`config.mk`:
```
export PLATFORM = sky130hd
export DESIGN_NAME = car_link_endpoint
export DESIGN_NICKNAME = d
export VERILOG_FILES = /design/src/rtl/car_link_endpoint.sv
export SDC_FILE = /design/constraint.sdc
export NUM_CORES = 1
export LEC_CHECK = 0
export CAP_MARGIN = 20
export CORE_ASPECT_RATIO = 1.75
export CORE_MARGIN = 5
export CORE_UTILIZATION = 60
export CTS_CLUSTER_DIAMETER = 150
export CTS_CLUSTER_SIZE = 28
export DETAILED_ROUTE_END_ITERATION = 10
export HOLD_SLACK_MARGIN = 0.03
export PLACE_DENSITY_LB_ADDON = 0.05
export SETUP_SLACK_MARGIN = 0.4
export SLEW_MARGIN = 20
export SYNTH_ARGS = -nofsm -noshare
export SYNTH_HDL_FRONTEND = slang
export SYNTH_SLANG_ARGS = --single-unit
```
`constraint.sdc`:
```
create_clock -name sys_clk -period 3.2 [get_ports sys_clk]
set_input_delay 0.48 -clock sys_clk [delete_from_list [all_inputs] [get_ports sys_clk]]
set_output_delay 0.48 -clock sys_clk [all_outputs]
set_load 0.03 [all_outputs]
```
`src/rtl/car_link_endpoint.sv`:
```
// car_link_endpoint
// Device-side endpoint of the car serial link (8N1, LSB first).
//   RX: decodes the controller's command byte into six command levels and
//       guards them with a link watchdog.
//   TX: periodically serialises the four detector levels as a status byte.
// Ports:
//   sys_clk, rst            clock and synchronous active-high reset
//   rxd / txd               serial command input / status output, idle high
//   front/back/left/right_det  detector levels, sampled at frame launch
//   move_forward .. destroy_barrier  decoded command levels
//   cmd_valid, frame_err    one-cycle pulses per received frame
//   link_alive              high until the watchdog expires
//   tx_busy                 high while a status frame is on txd
module car_link_endpoint #(
  parameter int BAUD_DIV  = 10416,
  parameter int TX_PERIOD = 1_000_000,
  parameter int TIMEOUT   = 5_000_000
) (
  input  logic sys_clk,
  input  logic rst,
  input  logic rxd,
  output logic txd,
  input  logic front_det,
  input  logic back_det,
  input  logic left_det,
  input  logic right_det,
  output logic move_forward,
  output logic move_backward,
  output logic turn_left,
  output logic turn_right,
  output logic place_barrier,
  output logic destroy_barrier,
  output logic cmd_valid,
  output logic frame_err,
  output logic link_alive,
  output logic tx_busy
);

  localparam int BW = $clog2(BAUD_DIV);
  localparam int PW = $clog2(TX_PERIOD);
  localparam int TW = $clog2(TIMEOUT);

  localparam logic [BW-1:0] BIT_LAST  = BW'(BAUD_DIV - 1);
  localparam logic [BW-1:0] HALF_LAST = BW'(BAUD_DIV / 2 - 1);
  localparam logic [PW-1:0] PER_LAST  = PW'(TX_PERIOD - 1);
  localparam logic [TW-1:0] WD_LAST   = TW'(TIMEOUT - 1);

  typedef enum logic [1:0] {RX_IDLE, RX_START, RX_DATA, RX_STOP} rx_state_t;

  rx_state_t       rx_state, rx_next;
  logic            rx_s1, rs, rs_d;
  logic            rs_fall;
  logic [BW-1:0]   rx_cnt;
  logic [2:0]      rx_bits;
  logic [7:0]      rx_byte;
  logic            rx_tick;
  logic            stop_sample, frame_ok, frame_bad;
  logic [TW-1:0]   wd_cnt;

  logic [PW-1:0]   per_cnt;
  logic            per_wrap, tx_pending, tx_launch;
  logic [9:0]      tx_frame;
  logic [BW-1:0]   tx_cnt;
  logic [3:0]      tx_bit;

  // Two-stage synchroniser plus one delay stage for falling-edge detection.
  // Reset to the idle level so a reset never looks like a start bit.
  always_ff @(posedge sys_clk) begin
    if (rst) begin
      rx_s1 <= 1'b1;
      rs    <= 1'b1;
      rs_d  <= 1'b1;
    end else begin
      rx_s1 <= rxd;
      rs    <= rx_s1;
      rs_d  <= rs;
    end
  end

  assign rs_fall = rs_d & ~rs;

  // RX next-state logic; rx_tick marks the cycle a sample is taken.
  always_comb begin
    rx_next = rx_state;
    rx_tick = 1'b0;
    case (rx_state)
      RX_IDLE: begin
        if (rs_fall) rx_next = RX_START;
      end
      RX_START: begin
        if (rx_cnt == HALF_LAST) begin
          rx_tick = 1'b1;
          rx_next = rs ? RX_IDLE : RX_DATA;
        end
      end
      RX_DATA: begin
        if (rx_cnt == BIT_LAST) begin
          rx_tick = 1'b1;
          if (rx_bits == 3'd7) rx_next = RX_STOP;
        end
      end
      RX_STOP: begin
        if (rx_cnt == BIT_LAST) begin
          rx_tick = 1'b1;
          rx_next = RX_IDLE;
        end
      end
      default: rx_next = RX_IDLE;
    endcase
  end

  assign stop_sample = (rx_state == RX_STOP) && rx_tick;
  assign frame_ok    = stop_sample && rs && (rx_byte[7:6] == 2'b10);
  assign frame_bad   = stop_sample && !(rs && (rx_byte[7:6] == 2'b10));

  // RX state register, bit timer and LSB-first shift register.
  always_ff @(posedge sys_clk) begin
    if (rst) begin
      rx_state <= RX_IDLE;
      rx_cnt   <= '0;
      rx_bits  <= '0;
      rx_byte  <= '0;
    end else begin
      rx_state <= rx_next;
      if (rx_state == RX_IDLE || rx_tick) rx_cnt <= '0;
      else                                rx_cnt <= rx_cnt + 1'b1;
      if (rx_state == RX_START) rx_bits <= '0;
      if (rx_state == RX_DATA && rx_tick) begin
        rx_byte <= {rs, rx_byte[7:1]};
        rx_bits <= rx_bits + 1'b1;
      end
    end
  end

  // Command register and watchdog. A valid frame wins over expiry; the
  // watchdog saturates so an expired link stays cleared until a new frame.
  always_ff @(posedge sys_clk) begin
    if (rst) begin
      {destroy_barrier, place_barrier, turn_right,
       turn_left, move_backward, move_forward} <= '0;
      cmd_valid  <= 1'b0;
      frame_err  <= 1'b0;
      link_alive <= 1'b0;
      wd_cnt     <= '0;
    end else begin
      cmd_valid <= frame_ok;
      frame_err <= frame_bad;
      if (frame_ok) begin
        {destroy_barrier, place_barrier, turn_right,
         turn_left, move_backward, move_forward} <= rx_byte[5:0];
        link_alive <= 1'b1;
        wd_cnt     <= '0;
      end else if (wd_cnt == WD_LAST) begin
        {destroy_barrier, place_barrier, turn_right,
         turn_left, move_backward, move_forward} <= '0;
        link_alive <= 1'b0;
      end else begin
        wd_cnt <= wd_cnt + 1'b1;
      end
    end
  end

  assign per_wrap  = (per_cnt == PER_LAST);
  assign tx_launch = !tx_busy && (per_wrap || tx_pending);

  // Status transmitter. tx_frame holds {stop, S, start}; txd always shows
  // bit 0 of the frame and the frame shifts right at each bit boundary.
  always_ff @(posedge sys_clk) begin
    if (rst) begin
      per_cnt    <= '0;
      tx_pending <= 1'b0;
      tx_busy    <= 1'b0;
      txd        <= 1'b1;
      tx_frame   <= '1;
      tx_cnt     <= '0;
      tx_bit     <= '0;
    end else begin
      per_cnt <= per_wrap ? '0 : per_cnt + 1'b1;
      if (tx_launch) begin
        tx_busy    <= 1'b1;
        txd        <= 1'b0;
        tx_frame   <= {1'b1, 4'b0000, right_det, left_det, back_det, front_det, 1'b0};
        tx_cnt     <= '0;
        tx_bit     <= '0;
        tx_pending <= 1'b0;
      end else begin
        if (per_wrap && tx_busy) tx_pending <= 1'b1;
        if (tx_busy) begin
          if (tx_cnt == BIT_LAST) begin
            tx_cnt <= '0;
            if (tx_bit == 4'd9) begin
              tx_busy <= 1'b0;
              txd     <= 1'b1;
            end else begin
              tx_bit   <= tx_bit + 1'b1;
              tx_frame <= {1'b1, tx_frame[9:1]};
              txd      <= tx_frame[1];
            end
          end else begin
            tx_cnt <= tx_cnt + 1'b1;
          end
        end
      end
    end
  end

endmodule

```
==> qor.csv <==
metric,value,unit
DR DRC count,0,
Post-CTS Hold Buffers,0,
CTS tree,yes,
final std cells w/o fill,720,
DRC marker count from the first detailed-route iteration,221,
hold slack,0.4207,ns
status,"complete, no violations",
DRT Pass-1 Iters,6,
pwr dens,454.9,nW/µm²
Die W,80.43,µm
P_int,0.002041,W
Arrival @ worst endpoint,2.52,ns
gr usage total,0.2132,
WL per Instance,15.13,µm
number of global-route vias before repair,4140,
CTS H-Tree Depth,3,
Vias,4379,
clk slew on worst S/H paths,0.07,ns
Core ar.,8558,µm²
endpoints failing hold,0,
crit path capture type,register,
"most common cell after layout, fill and taps aside",dfxtp_1,
gr ovfl total,0,
FP Rows,45,
Setup crit start kind,register,
"Area growth, synth to finish",9.176,%
ys flop type,dfxtp_1,
CP max FO,12,
final HPWL from detailed placement,7.496,mm
Hold Crit Class,register to register,
# Post-CTS Setup Buffers,0,
placed insts,704,
Max Cap Viol,0,
Initial Util,0.6086,
initial antenna violation count,0,
Root Driver,clkbuf_16,
Cells after Synth,601,
Final ANT Viol Nets,0,
worst endpoint required time,3.40,ns
Synth cell types,59,
post-route setup TNS,0,ns
Synth Register Bits,111,
worst slew pin tran,0.5945,ns
buffers added on ports,17,
clock skew,0.009334,ns
Fmax achieved,0.4307,GHz
die area,10720,µm²
height of the die,133.3,µm
fin. max-slew vios,0,
YS warnings,0,
clk_lat worst skew,0.35,ns
fin crit period,2.322,ns
routed wire length,10.89,mm
Post-synth EDFFs,0,
first-pass GRT wire length,18.87,mm
VDD IR max,0.3925,mV
post-layout net count,613,
layout cell share with drive strength beyond 1,0.05638,
clock tree buffer depth,2,
power share of the combinational group,0.024,
Post-Syn Area,5209,µm²
syn_nets,616,
Ports,18,
CTS Buf Count,9,
worst setup path class,register to register,
normalized max-slew margin,0.6037,
final setup fails,0,
post-CTS sizing,0,
antenna cells,0,
RSZ-0062 raised after global routing,no,
most frequent cells in the layout,"111 x dfxtp_1, 46 x nand3_1, 43 x nor2_1",
Seq pwr share,0.541,
clock power share,0.435,
Avg Inst Size Synth,8.667,µm²
Sw Share,0.2112,
asr flop ratio synth,0,
Psw,0.0005463,W
Vias/cell,6.082,
GPL Wtd Cong,0.8579,
"Seq/Total Area, Yosys",0.4266,
Clock Sinks,111,
largest net degree at the start of global routing,24,
period utilisation layout,0.7255,
post-place setup slack,0.8829,ns
worst setup margin,0.8784,ns
leakage power,1.833,nW
sequential cells by signal, indices dropped and copies added (netlist names), named ones only:
signal,cells
link_alive,1
rs,1
tx_cnt,14
wd_cnt,23
rx_bits,3
rx_s1,1
rs_d,1
place_barrier,1
per_cnt,20
tx_frame,8
destroy_barrier,1
tx_pending,1
txd,1
tx_busy,1
tx_bit,4
cmd_valid,1
frame_err,1
rx_byte,8
rx_cnt,14
turn_right,1
move_backward,1
rx_state,1
turn_left,1
move_forward,1
worst max-delay path: stages (launching register included):
cell and delay (ns):
dfxtp_1 0.38, ha_1 0.27, nor3b_1 0.40, nand4_1 0.44
o22ai_1 0.53, o32ai_1 0.16
through the flow:
step	utilization	total power (W)	instance area (µm²)
after detailed placement	0.6294	0.001494	5386
after global routing	0.6645	0.002656	5687
final	0.6645	0.002587	5687
after floorplan	-	0.001476	5209
after CTS	0.6645	0.002606	5687
after global placement	0.6294	0.001491	5386
per-layer routing:
layer | global-route usage | vias to the layer above | share of wire
met5 | 0 | - | 0
met4 | 0.07895 | 0 | 0.018
met3 | 0.03112 | 17 | 0.023
met2 | 0.3736 | 53 | 0.53
met1 | 0.2591 | 2100 | 0.43
li1 | - | 2209 | -
synthesized netlist by cell type (5+ instances only):
master / count / area, µm²
a211oi_1: 10 / 75.07
a21oi_1: 35 / 175.2
a31oi_1: 10 / 62.56
and2_1: 5 / 31.28
and3_1: 12 / 75.07
and4_1: 12 / 105.1
buf_2: 6 / 30.03
clkbuf_1: 24 / 90.09
dfxtp_1: 111 / 2222
ha_1: 8 / 100.1
inv_1: 19 / 71.32
nand2_1: 30 / 112.6
nand3_1: 46 / 230.2
nand4_1: 19 / 118.9
nor2_1: 43 / 161.4
nor2b_1: 8 / 50.05
nor3_1: 17 / 85.08
nor4b_1: 5 / 43.79
o211ai_1: 5 / 37.54
o21ai_0: 32 / 160.2
o31ai_1: 12 / 90.09
o32ai_1: 6 / 52.55
or2_2: 5 / 31.28
or3_1: 16 / 100.1
or4_1: 13 / 97.59
xnor2_1: 17 / 148.9
xor2_1: 20 / 175.2
cells by family (layout without fill, tap and decap cells):
family / count (synthesis) / after routing / share of synthesized area
AO/OA/AOI/OAI: 129 / 129 / 0.1542
XOR/XNOR: 37 / 37 / 0.06221
adder cells (fa/ha/maj): 8 / 8 / 0.01922
buffers and inverters: 55 / 57 / 0.04756
flip-flops: 111 / 111 / 0.4266
multiplexers: 2 / 2 / 0.003844
AND/OR/NAND/NOR: 259 / 259 / 0.2863
final timing paths:
| kind | slack [ns] | to | start | depth (start not counted) |
|---|---|---|---|---|
| max | 0.88 | turn_right$_SDFFE_PP0P_ | rx_cnt[0]$_SDFF_PP0_ | 5 |
| min | 0.42 | rs$_SDFF_PP1_ | rx_s1$_SDFF_PP1_ | 1 |
| max reg2reg | 0.88 | turn_right$_SDFFE_PP0P_ | rx_cnt[0]$_SDFF_PP0_ | 5 |
| min reg2reg | 0.42 | rs$_SDFF_PP1_ | rx_s1$_SDFF_PP1_ | 1 |
area by class of cell:
type / instances / area [µm²]
Inverter: 19 / 71.32
Sequential cell: 111 / 2222
Tap cell: 117 / 146.4
Fill cell: 744 / 2872
Clock inverter: 5 / 57.56
Timing Repair Buffer: 22 / 207.7
Multi-Input combinational cell: 435 / 2739
Clock buffer: 11 / 242.7
power groups by stage:
| stage | combinational [W] | sequential (W) | clock [W] |
|---|---|---|---|
| 2_1_floorplan | 0.0000484 | 0.00143 | 0 |
| 3_3_place_gp | 0.0000592 | 0.00143 | 0 |
| 3_5_place_dp | 0.0000611 | 0.00143 | 0 |
| 4_1_cts | 0.0000612 | 0.00140 | 0.00114 |
| 5_1_grt | 0.0000692 | 0.00140 | 0.00119 |
| 6_report | 0.0000609 | 0.00140 | 0.00113 |
No activity file was read; power rests on OpenSTA's default activity.
